--- src/rtl/gray_conv_arbiter_if.sv ---
// Request/result bus for gray_conv_arbiter: NREQ requesters in, one converted word out.
// The out_par wire exists only when GRAY_CONV_ARB_PARITY_EN is defined.
interface gray_conv_arbiter_if #(
  parameter int W    = 4,
  parameter int NREQ = 4,
  parameter int IDW  = 2
);
  logic [NREQ-1:0]   req_valid;
  logic [NREQ-1:0]   req_mode;
  logic [NREQ*W-1:0] req_data;
  logic [NREQ-1:0]   req_ready;
  logic              out_valid;
  logic              out_ready;
  logic [W-1:0]      out_data;
  logic [IDW-1:0]    out_id;
  logic              out_mode;
`ifdef GRAY_CONV_ARB_PARITY_EN
  logic              out_par;
`endif

  // master: requesters plus downstream consumer; slave: the arbiter itself
  modport master (
    output req_valid, req_mode, req_data, out_ready,
    input  req_ready, out_valid, out_data, out_id, out_mode
`ifdef GRAY_CONV_ARB_PARITY_EN
    , input out_par
`endif
  );

  modport slave (
    input  req_valid, req_mode, req_data, out_ready,
    output req_ready, out_valid, out_data, out_id, out_mode
`ifdef GRAY_CONV_ARB_PARITY_EN
    , output out_par
`endif
  );
endinterface

--- src/rtl/gray_conv_arbiter.sv ---
// Round-robin shared binary<->Gray converter with a single registered output slot.
// Optional macro GRAY_CONV_ARB_PARITY_EN adds a registered out_par (XOR of out_data).
module gray_conv_arbiter #(
  parameter int W    = 4,
  parameter int NREQ = 4,
  parameter int IDW  = 2
) (
  input logic               clk,
  input logic               rst_n,
  gray_conv_arbiter_if.slave bus
);

  typedef enum logic {
    EMPTY = 1'b0,
    FULL  = 1'b1
  } state_t;

  state_t         state_reg;
  logic [IDW-1:0] rr_ptr_reg;
  logic           out_valid_reg;
  logic [W-1:0]   out_data_reg;
  logic [IDW-1:0] out_id_reg;
  logic           out_mode_reg;

  logic [W-1:0]    data_arr [NREQ];
  logic [NREQ-1:0] grant;
  logic [IDW-1:0]  grant_idx;
  logic            found;
  logic            can_load;
  logic [NREQ-1:0] ready_w;
  logic            any_grant;
  logic [IDW-1:0]  ptr_next;
  logic [W-1:0]    sel_data;
  logic            sel_mode;
  logic [W-1:0]    gray_w;
  logic [W-1:0]    bin_w;
  logic [W-1:0]    conv_w;

  function automatic int wrap_idx(input int base, input int off);
    int s;
    s = base + off;
    return (s >= NREQ) ? s - NREQ : s;
  endfunction

  genvar gi;
  generate
    for (gi = 0; gi < NREQ; gi++) begin : g_unpack
      assign data_arr[gi] = bus.req_data[gi*W +: W];
    end
  endgenerate

  // Rotating priority search starting at rr_ptr_reg; first valid requester wins.
  always_comb begin
    grant     = '0;
    grant_idx = '0;
    found     = 1'b0;
    for (int off = 0; off < NREQ; off++) begin
      if (!found && bus.req_valid[wrap_idx(int'(rr_ptr_reg), off)]) begin
        found = 1'b1;
        grant[wrap_idx(int'(rr_ptr_reg), off)] = 1'b1;
        grant_idx = IDW'(wrap_idx(int'(rr_ptr_reg), off));
      end
    end
  end

  assign can_load      = (state_reg == EMPTY) | bus.out_ready;
  assign ready_w       = (rst_n && can_load) ? grant : '0;
  assign any_grant     = |ready_w;
  assign bus.req_ready = ready_w;
  assign ptr_next      = (grant_idx == IDW'(NREQ - 1)) ? '0 : grant_idx + IDW'(1);

  // One-hot AND-OR select of the granted word and direction.
  always_comb begin
    sel_data = '0;
    sel_mode = 1'b0;
    for (int i = 0; i < NREQ; i++) begin
      if (grant[i]) begin
        sel_data = sel_data | data_arr[i];
        sel_mode = sel_mode | bus.req_mode[i];
      end
    end
  end

  // Gray->bin bit i is the XOR of all input bits from the MSB down to i.
  generate
    for (gi = 0; gi < W; gi++) begin : g_conv
      if (gi == W - 1) begin : g_msb
        assign gray_w[gi] = sel_data[gi];
      end else begin : g_lsb
        assign gray_w[gi] = sel_data[gi+1] ^ sel_data[gi];
      end
      assign bin_w[gi] = ^sel_data[W-1:gi];
    end
  endgenerate

  assign conv_w = sel_mode ? bin_w : gray_w;

  always_ff @(posedge clk) begin
    if (!rst_n) begin
      state_reg     <= EMPTY;
      rr_ptr_reg    <= '0;
      out_valid_reg <= 1'b0;
      out_data_reg  <= '0;
      out_id_reg    <= '0;
      out_mode_reg  <= 1'b0;
    end else begin
      case (state_reg)
        EMPTY: begin
          if (any_grant) begin
            state_reg     <= FULL;
            out_valid_reg <= 1'b1;
          end
        end
        FULL: begin
          if (bus.out_ready && !any_grant) begin
            state_reg     <= EMPTY;
            out_valid_reg <= 1'b0;
          end
        end
        default: begin
          state_reg     <= EMPTY;
          out_valid_reg <= 1'b0;
        end
      endcase
      if (any_grant) begin
        rr_ptr_reg   <= ptr_next;
        out_data_reg <= conv_w;
        out_id_reg   <= grant_idx;
        out_mode_reg <= sel_mode;
      end
    end
  end

  assign bus.out_valid = out_valid_reg;
  assign bus.out_data  = out_data_reg;
  assign bus.out_id    = out_id_reg;
  assign bus.out_mode  = out_mode_reg;

`ifdef GRAY_CONV_ARB_PARITY_EN
  logic out_par_reg;

  always_ff @(posedge clk) begin
    if (!rst_n) begin
      out_par_reg <= 1'b0;
    end else if (any_grant) begin
      out_par_reg <= ^conv_w;
    end
  end

  assign bus.out_par = out_par_reg;
`endif

endmodule
--- src/flat_wrapper.sv ---
// flat-port wrapper written by rule: the top's interface ports become plain ports
module gray_conv_arbiter_flat 
#(
  parameter int W    = 4,
  parameter int NREQ = 4,
  parameter int IDW  = 2
)
  (clk, rst_n, bus_req_valid, bus_req_mode, bus_req_data, bus_out_ready, bus_req_ready, bus_out_valid, bus_out_data, bus_out_id, bus_out_mode);
  gray_conv_arbiter_if #(.W(W), .NREQ(NREQ), .IDW(IDW)) bus_i ();
  input logic clk;
  input logic rst_n;
  input wire logic [$bits(bus_i.req_valid)-1:0] bus_req_valid;
  input wire logic [$bits(bus_i.req_mode)-1:0] bus_req_mode;
  input wire logic [$bits(bus_i.req_data)-1:0] bus_req_data;
  input wire logic [$bits(bus_i.out_ready)-1:0] bus_out_ready;
  output wire logic [$bits(bus_i.req_ready)-1:0] bus_req_ready;
  output wire logic [$bits(bus_i.out_valid)-1:0] bus_out_valid;
  output wire logic [$bits(bus_i.out_data)-1:0] bus_out_data;
  output wire logic [$bits(bus_i.out_id)-1:0] bus_out_id;
  output wire logic [$bits(bus_i.out_mode)-1:0] bus_out_mode;
  assign bus_i.req_valid = bus_req_valid;
  assign bus_i.req_mode = bus_req_mode;
  assign bus_i.req_data = bus_req_data;
  assign bus_i.out_ready = bus_out_ready;
  assign bus_req_ready = bus_i.req_ready;
  assign bus_out_valid = bus_i.out_valid;
  assign bus_out_data = bus_i.out_data;
  assign bus_out_id = bus_i.out_id;
  assign bus_out_mode = bus_i.out_mode;
  gray_conv_arbiter #(.W(W), .NREQ(NREQ), .IDW(IDW)) u_core (.clk(clk), .rst_n(rst_n), .bus(bus_i));
endmodule
--- config.mk ---
export PLATFORM = sky130hd
export DESIGN_NAME = gray_conv_arbiter_flat
export DESIGN_NICKNAME = d
export VERILOG_FILES = /design/src/rtl/gray_conv_arbiter_if.sv /design/src/rtl/gray_conv_arbiter.sv /design/src/flat_wrapper.sv
export SDC_FILE = /design/constraint.sdc
export NUM_CORES = 1
export LEC_CHECK = 0
export ABC_AREA = 1
export BUFFER_PORTS_ARGS = -buffer_cell sky130_fd_sc_hd__buf_2
export CORE_MARGIN = 1
export CORE_UTILIZATION = 55
export DETAILED_ROUTE_END_ITERATION = 12
export GPL_TIMING_DRIVEN = 0
export HOLD_SLACK_MARGIN = 0.15
export PLACE_DENSITY_LB_ADDON = 0.2
export SLEW_MARGIN = 20
export SYNTH_ARGS = -nofsm -noshare
export SYNTH_HDL_FRONTEND = slang
export SYNTH_SLANG_ARGS = --single-unit
--- constraint.sdc ---
create_clock -name clk -period 3.55 [get_ports clk]
set_input_delay 0.1775 -clock clk [delete_from_list [all_inputs] [get_ports clk]]
set_output_delay 0.1775 -clock clk [all_outputs]
set_load 0.02 [all_outputs]
==> impl_metrics.csv, run 1 <==
group,metric,value,unit
layout,count_of_inserted_antenna_diode_cells,0,
critical_path,cp_cell_sequence,"inv_1 -> ha_1 -> inv_1 -> nand3_1 -> nand2_1 -> nor3_1 -> a31oi_1 -> a32oi_1 -> ha_1 -> o21ai_1 -> a21oi_1",
logic_synthesis,synthMostInstantiatedCell,"sky130_fd_sc_hd__nand2_1",
timing,final.setup.tns,0,ns
critical_path,cp_max_fo,6,
layout,seq_area,220.2,um2
die,die_outline_width,49,um
logic_synthesis,yosys_register_bits,11,
route,postRouteAntennaNets,0,
power,ir_worst_vdd,0.5862,mV
hold_path,timing.hold.worst_endpoint,"u_core.state_reg",
route,drt_iter0_markers,26,
critical_path,cp.arrival,2.85,ns
layout,nets,276,
flow_run,drv.max_cap_violation_count,0,
route,wire_per_inst,10.11,um
placed_design,gp_routability_congestion,0.8649,
layout,layout.filler_cells,177,
hold_path,min_path_type,"input port to flop",
die,core,2022,um2
clocking,clk_latency,0.27,ns
route,via_per_inst,4.959,
logic_synthesis,synth_top_cells_by_count,"sky130_fd_sc_hd__nand2_1, sky130_fd_sc_hd__inv_1, sky130_fd_sc_hd__nand3_1, sky130_fd_sc_hd__nor2_1, sky130_fd_sc_hd__dfxtp_1",
logic_synthesis,syn-instance-count,201,
critical_path,critical_path.startpoint_type,"flop",
global_routing,via_count_of_the_first_global_routing_pass,1126,
logic_synthesis,synth.distinct_cells,26,
die,num_rows,16,
global_routing,number_of_antenna_violations_at_the_first_check_in_global_routing,0,
logic_synthesis,synth.yosys.warnings,0,
critical_path,rrSetupSlack,0.86,ns
global_routing,grt.overflow.total,0,
die,initial_core_util,60.09,%
critical_path,worst_ep_required_time,3.71,ns
layout,layout-area-overhead-vs-synth,20.60,%
clocking,cts_setup_buffers,0,
clocking,clk_pin_slew,0.07,ns
timing,fmaxAchievable,0.3711,GHz
logic_synthesis,synth_top_area_share,22.55,%
die,fp.dieArea,2401,um2
critical_path,critical_path.slowest_cell,"sky130_fd_sc_hd__dfxtp_1",
route,vias,1339,
power,finalPower,0.001500,W
timing,fin_worst_hold_slack,0.1946,ns
critical_path,critPathKind,"flop to flop",
clocking,clock_sinks,11,
critical_path,rr_startpoint,"u_core.rr_ptr_reg[1]",
timing,relSlewSlack,77.01,%
die,ioPinCount,39,
global_routing,grt_use_total,24.03,%
logic_synthesis,synth_enable_flop_cells,0,
logic_synthesis,synth.yosys.seq_area_share,18.13,%
clocking,root_buffer,"sky130_fd_sc_hd__clkbuf_4",
run_status,run_status,"complete, no violations",
timing,timing.clock.skew,0.001351,ns
timing,setup_viol_count_final,0,
clocking,cts_resized,0,
placed_design,total_half_perimeter_wirelength_after_legalization_and_detailed_placement,2158,um
timing,final.period_utilization,75.91,%
logic_synthesis,syn-cell-area,1215,um2
logic_synthesis,post_synth.cell_area_avg,6.044,um2
die,die_y,49,um
clocking,hold_buffers_post_cts,0,
logic_synthesis,synth_fp_nets,233,
route,route.detailed.drc,0,
layout,largest_register_ffs,4,
logic_synthesis,most_used_flip_flop_cell_after_synthesis,"sky130_fd_sc_hd__dfxtp_1",
hold_path,timing.hold.worst.start,"bus_out_ready",
logic_synthesis,netlist_top_cells_area,"sky130_fd_sc_hd__nand2_1, sky130_fd_sc_hd__dfxtp_1, sky130_fd_sc_hd__nand3_1, sky130_fd_sc_hd__inv_1, sky130_fd_sc_hd__ha_1",
hold_path,min_path_cells,4,
power,powerDensity,1024,nW/um2
timing,rsz0062_at_grt,"false",
layout,postLayoutCoreUtil,72.46,%
critical_path,worst_r2r_endpoint,"u_core.rr_ptr_reg[1]",
clocking,clockBufferDepth,2,
logic_synthesis,async_reset_ff_share,0,%
timing,layout_min_cycle_time,2.695,ns
global_routing,pin_count_of_the_biggest_net_entering_global_routing,11,
layout,drive_above_1_share,28.81,%
power,power.leakage,0.8720,nW
route,drt_wl_total,2730,um
timing,hold_viol,0,
placed_design,numPortBuffers,38,
route,detail_route.first_pass.iterations,4,
critical_path,worstRegToRegCells,11,
critical_path,crit_path_end_kind,"flop",
timing,final-max-slew-violation-count,0,
timing,worstMarginPinSlew,0.3422,ns
clocking,cts_tree,"built",
critical_path,worst_path_largest_cell_delay,0.44,ns
logic_synthesis,synth.largest_area_cell,"sky130_fd_sc_hd__nand2_1",
global_routing,first_pass_grt_wire_length,4685,um
clocking,h-tree-depth,1,
clocking,numCtsBuffers,3,
layout,multi_input_area,859.6,um2
-- metrics by stage --
step | setup WS, ns | instances | instance area, um2
2_1_floorplan | 1.242 | 201 | 1215
3_3_place_gp | 0.9044 | 266 | 1439
3_5_place_dp | 0.8835 | 266 | 1439
4_1_cts | 0.8714 | 270 | 1465
5_1_grt | 0.6174 | 270 | 1465
6_report | 0.8552 | 270 | 1465
-- cell usage in the layout, fill, tap and decap left out --
| cell type | synthesis | routed |
|---|---|---|
| sky130_fd_sc_hd__nand2_1 | 73 | 73 |
| sky130_fd_sc_hd__buf_2 | 0 | 38 |
| sky130_fd_sc_hd__inv_1 | 25 | 25 |
| sky130_fd_sc_hd__nand3_1 | 20 | 20 |
| sky130_fd_sc_hd__nor2_1 | 13 | 13 |
| sky130_fd_sc_hd__dfxtp_1 | 11 | 11 |
| sky130_fd_sc_hd__o21ai_1 | 7 | 7 |
| sky130_fd_sc_hd__nand2_2 | 6 | 6 |
| sky130_fd_sc_hd__a21oi_1 | 6 | 6 |
| sky130_fd_sc_hd__ha_1 | 5 | 5 |
| sky130_fd_sc_hd__a21boi_0 | 4 | 4 |
| sky130_fd_sc_hd__a21oi_2 | 4 | 4 |
| sky130_fd_sc_hd__nand3_2 | 4 | 4 |
| sky130_fd_sc_hd__nand2_4 | 3 | 3 |
| sky130_fd_sc_hd__o21ai_0 | 3 | 3 |
| sky130_fd_sc_hd__clkbuf_4 | 0 | 3 |
| sky130_fd_sc_hd__buf_6 | 2 | 2 |
| sky130_fd_sc_hd__nor2_4 | 2 | 2 |
| sky130_fd_sc_hd__nand4_1 | 2 | 2 |
| sky130_fd_sc_hd__inv_2 | 2 | 2 |
| sky130_fd_sc_hd__nor2_2 | 2 | 2 |
| sky130_fd_sc_hd__inv_8 | 1 | 1 |
| sky130_fd_sc_hd__nand3_4 | 1 | 1 |
| sky130_fd_sc_hd__nor3_1 | 1 | 1 |
| sky130_fd_sc_hd__nor2_8 | 1 | 1 |
| sky130_fd_sc_hd__a31oi_1 | 1 | 1 |
| sky130_fd_sc_hd__a32oi_1 | 1 | 1 |
| sky130_fd_sc_hd__nand4_2 | 1 | 1 |
| sky130_fd_sc_hd__clkbuf_1 | 0 | 1 |
-- final cells by class --
type | count | share of cell area, %
flip-flops and latches | 11 | 15.03
clock buffers | 4 | 1.793
plain buffers | 2 | 1.537
well taps | 27 | 2.306
inverters | 28 | 7.686
repair buffers | 38 | 12.98
multi-input cells | 160 | 58.67
-- per-layer routing --
metal  GRT usage, %  share of wire, %  vias up
li1               -                 -      726
met1          35.04                54      578
met2          37.50                42       30
met3          1.558               3.4        5
met4          7.353               1.2        0
met5              0                 0        -
-- cell families (layout without fill, tap and decap cells) --
| logic type | Yosys count | after routing | share of synthesized area (%) |
|---|---|---|---|
| compound gates | 26 | 26 | 13.18 |
| fa+ha+maj | 5 | 5 | 5.149 |
| buf+inv | 30 | 72 | 11.12 |
| flops | 11 | 11 | 18.13 |
| simple gates | 129 | 129 | 52.42 |
-- power breakdown --
part           switching (W)  internal (W)
Clock              0.0000430     0.0000436
Sequential         0.0000281      0.000172
Combinational       0.000798      0.000415
-- critical path, delay by kind of cell (launching register included) --
kind | cells | cell delay [ns]
adders and majority gates | 2 | 0.72
buffers and inverters | 2 | 0.29
and+or+nand+nor | 3 | 0.58
AOI/OAI and AO/OA | 4 | 0.54
DFF | 1 | 0.44
-- worst max-delay path by stage --
stage                                    start              endpoint  slack [ns]
after CTS                 u_core.rr_ptr_reg[1]  u_core.rr_ptr_reg[1]        0.87
after floorplan           u_core.rr_ptr_reg[1]  u_core.rr_ptr_reg[1]        1.24
after detailed placement  u_core.rr_ptr_reg[1]  u_core.rr_ptr_reg[1]        0.88
after global placement    u_core.rr_ptr_reg[1]  u_core.rr_ptr_reg[1]        0.90
after global routing      u_core.rr_ptr_reg[1]  u_core.rr_ptr_reg[1]        0.62
final                     u_core.rr_ptr_reg[1]  u_core.rr_ptr_reg[1]        0.86
No activity file was read; power rests on OpenSTA's default activity.
==> inputs of run 2 (changes only) <==
--- a/config.mk
+++ b/config.mk
@@ -5,10 +5,10 @@
 export SDC_FILE = /design/constraint.sdc
 export NUM_CORES = 1
 export LEC_CHECK = 0
-export ABC_AREA = 1
+export ABC_AREA = 0
 export BUFFER_PORTS_ARGS = -buffer_cell sky130_fd_sc_hd__buf_2
 export CORE_MARGIN = 1
-export CORE_UTILIZATION = 55
+export CORE_UTILIZATION = 53
 export DETAILED_ROUTE_END_ITERATION = 12
 export GPL_TIMING_DRIVEN = 0
 export HOLD_SLACK_MARGIN = 0.15
==> constraint.sdc (replaced) <==
create_clock -name clk -period 2.6 [get_ports clk]
set_input_delay 0.13 -clock clk [delete_from_list [all_inputs] [get_ports clk]]
set_output_delay 0.13 -clock clk [all_outputs]
set_load 0.02 [all_outputs]
==> impl_metrics.csv, run 2 <==
group,metric,value,unit
run_status,run_status,"complete, but fails checks",
run_status,violations,"negative setup slack",
logic_synthesis,synthMostInstantiatedCell,"sky130_fd_sc_hd__nand2_1",
power,power.leakage,0.8710,nW
critical_path,path_buf_inv,1,
layout,mostFrequentLayoutCell,"sky130_fd_sc_hd__buf_2",
timing,final.period_utilization,114.5,%
logic_synthesis,synth.distinct_cells,59,
critical_path,worst_r2r_endpoint,"u_core.bus.out_data[0]",
timing,layout_min_cycle_time,2.976,ns
logic_synthesis,syn-instance-count,174,
clocking,h-tree-depth,1,
global_routing,first_pass_grt_wire_length,7051,um
logic_synthesis,synth_top_cells_by_count,"sky130_fd_sc_hd__nand2_1, sky130_fd_sc_hd__nor2_1, sky130_fd_sc_hd__dfxtp_1, sky130_fd_sc_hd__a21oi_1, sky130_fd_sc_hd__o21ai_0",
logic_synthesis,yosys_register_bits,11,
critical_path,worst_ep_required_time,2.82,ns
hold_path,timing.hold.worst.start,"bus_req_data[0]",
clocking,cts_tree,"built",
critical_path,critical_path.startpoint,"u_core.rr_ptr_reg[1]",
critical_path,cp_max_fo,6,
critical_path,rrSetupSlack,-0.38,ns
critical_path,critPathKind,"flop to flop",
logic_synthesis,syn-cell-area,1465,um2
timing,rsz0062_at_grt,"true",
timing,fmaxAchievable,0.3360,GHz
clocking,clk_latency,0.27,ns
timing,setup_viol_count_final,14,
layout,count_of_inserted_antenna_diode_cells,0,
layout,nets,271,
timing,final-max-slew-violation-count,0,
clocking,numCtsBuffers,3,
global_routing,via_count_of_the_first_global_routing_pass,1489,
route,via_per_inst,6.537,
critical_path,cp.arrival,3.20,ns
critical_path,worst_path_largest_cell_delay,0.57,ns
clocking,clk_pin_slew,0.07,ns
die,fp.dieArea,2978,um2
route,wire_per_inst,18.04,um
layout,stdcell_area,2059,um2
layout,drive_above_1_share,48.32,%
critical_path,critical_path.slowest_cell,"sky130_fd_sc_hd__mux4_2",
critical_path,worst-path-stages,11,
timing,hold_viol,0,
timing,relSlewSlack,57.67,%
global_routing,grt.overflow.total,0,
critical_path,worstRegToRegCells,11,
placed_design,dpl-instance-area,1728,um2
die,die_y,54.58,um
layout,layout.filler_cells,167,
power,powerDensity,1648,nW/um2
die,num_rows,18,
logic_synthesis,post_synth.cell_area_avg,8.420,um2
logic_synthesis,most_used_flip_flop_cell_after_synthesis,"sky130_fd_sc_hd__dfxtp_1",
logic_synthesis,synth_top_area_share,15.03,%
clocking,clock_sinks,11,
route,vias,1752,
placed_design,numPortBuffers,37,
hold_path,min_path_type,"input port to flop",
critical_path,rr_startpoint,"u_core.rr_ptr_reg[1]",
timing,worstMarginPinSlew,0.6349,ns
hold_path,min_path_cells,6,
logic_synthesis,synth_fp_nets,206,
global_routing,grt_use_total,33.35,%
power,ir_worst_vdd,1.449,mV
hold_path,timing.hold.worst_endpoint,"u_core.bus.out_data[0]",
logic_synthesis,synth_enable_flop_cells,0,
route,drt_iter0_markers,92,
logic_synthesis,async_reset_ff_share,0,%
logic_synthesis,netlist_top_cells_area,"sky130_fd_sc_hd__dfxtp_1, sky130_fd_sc_hd__buf_6, sky130_fd_sc_hd__nand2_1, sky130_fd_sc_hd__a22o_1, sky130_fd_sc_hd__ha_1",
die,ioPinCount,39,
critical_path,cp_cell_sequence,"inv_4 -> ha_4 -> mux4_2 -> nor2b_4 -> a22o_4 -> a222oi_1 -> o21ai_1 -> a211oi_2 -> nand2_1 -> a21oi_1 -> a311o_1",
timing,postLayoutSetupSlackWorst,-0.3764,ns
timing,final.setup.tns,-3.143,ns
global_routing,number_of_antenna_violations_at_the_first_check_in_global_routing,0,
flow_run,drv.max_cap_violation_count,0,
logic_synthesis,synth.yosys.warnings,0,
critical_path,crit_path_end_kind,"flop",
layout,largest_register_ffs,4,
die,core,2545,um2
layout,final_cell_mix,"sky130_fd_sc_hd__buf_2, sky130_fd_sc_hd__buf_4, sky130_fd_sc_hd__nand2_1",
global_routing,pin_count_of_the_biggest_net_entering_global_routing,11,
clocking,clockBufferDepth,2,
logic_synthesis,synth.largest_area_cell,"sky130_fd_sc_hd__dfxtp_1",
placed_design,gp_routability_congestion,0.8685,
placed_design,total_half_perimeter_wirelength_after_legalization_and_detailed_placement,2913,um
critical_path,critical_path.startpoint_type,"flop",
layout,layout-area-overhead-vs-synth,40.56,%
route,detail_route.first_pass.iterations,6,
die,initial_core_util,57.57,%
die,die_outline_width,54.58,um
timing,timing.clock.skew,0.0005560,ns
route,postRouteAntennaNets,0,
clocking,root_buffer,"sky130_fd_sc_hd__clkbuf_4",
route,drt_wl_total,4836,um
route,route.detailed.drc,0,
logic_synthesis,synth.yosys.seq_area_share,15.03,%
layout,postLayoutCoreUtil,80.92,%
critical_path,crit_family,"compound AO/OA/AOI/OAI gates",
run 2: cell count changes after synthesis, sizes merged, moves of 5 or more:
cell    before  now
nand3       25    2
inv         28    5
nand2       82   21
buf          2   11
a222oi       0    5
a22o         0    9
a22oi        0    8
run 2: repair_timing:
action                                  in CTS  in global routing
pin swaps                                   26                 14
gates cloned                                 1                  0
endpoints found under the setup margin      15                 15
gates resized for setup                     13                 22
setup buffers                               15                  6
hold buffers                                 2                  0
endpoints found under the hold margin        3                  0
run 2: per-layer routing:
layer | routed length (um) | track usage (%)
met5 | 0 | 0
met4 | 216 | 17.52
met3 | 434 | 7.778
met2 | 2404 | 54.07
met1 | 1781 | 40.57
run 2: kinds of logic after synthesis:
logic type                 share of synthesized area (%)
DFF                                                15.03
adders and majority gates                          4.270
muxes                                              5.807
buffers and inverters                              9.052
and+or+nand+nor                                    22.20
xor gates and xnor gates                           2.904
AOI/OAI and AO/OA                                  40.73
run 2: how the worst max path moves through the flow:
stage,endpoint,slack (ns)
after CTS,u_core.bus.out_data[0],-0.32
after floorplan,u_core.bus.out_data[0],-0.29
after global placement,u_core.bus.out_data[0],-0.51
after global routing,u_core.bus.out_data[0],-0.49
after detailed placement,u_core.bus.out_data[0],-0.56
final,u_core.bus.out_data[0],-0.38
run 2: power breakdown:
group / switching [W] / internal [W]
clock network: 0.0000637 / 0.0000571
registers: 0.0000524 / 0.000255
logic: 0.00156 / 0.00140
total: 0.00168 / 0.00171
run 2: final cells by class:
| type | instances | area, um2 | area share, % |
|---|---|---|---|
| Tap cell | 30 | 37.54 | 1.823 |
| Inverter | 6 | 27.53 | 1.337 |
| Multi-Input combinational cell | 143 | 1226 | 59.54 |
| Timing Repair Buffer | 61 | 404.1 | 19.62 |
| Clock inverter | 1 | 5.005 | 0.2430 |
| Buffer | 13 | 108.9 | 5.286 |
| Sequential cell | 11 | 227.7 | 11.06 |
| Clock buffer | 3 | 22.52 | 1.094 |
run 2: stage by stage:
step	total power, W	cells	setup slack [ns]	hold WS (ns)
4_1_cts	0.003033	262	-0.3207	0.4212
5_1_grt	0.003644	268	-0.4869	0.4774
6_report	0.003395	268	-0.3764	0.4330
3_3_place_gp	0.002491	241	-0.5132	0.3422
3_5_place_dp	0.002549	241	-0.5631	0.3501
2_1_floorplan	0.002133	174	-0.2927	0.2452
run 2: worst min-delay path, cell delays in order:
cell                       delay, ns
sky130_fd_sc_hd__buf_2          0.07
sky130_fd_sc_hd__nand2b_1       0.06
sky130_fd_sc_hd__nand4_2        0.11
sky130_fd_sc_hd__xor2_2         0.08
sky130_fd_sc_hd__a21oi_1        0.12
sky130_fd_sc_hd__a311o_1        0.12
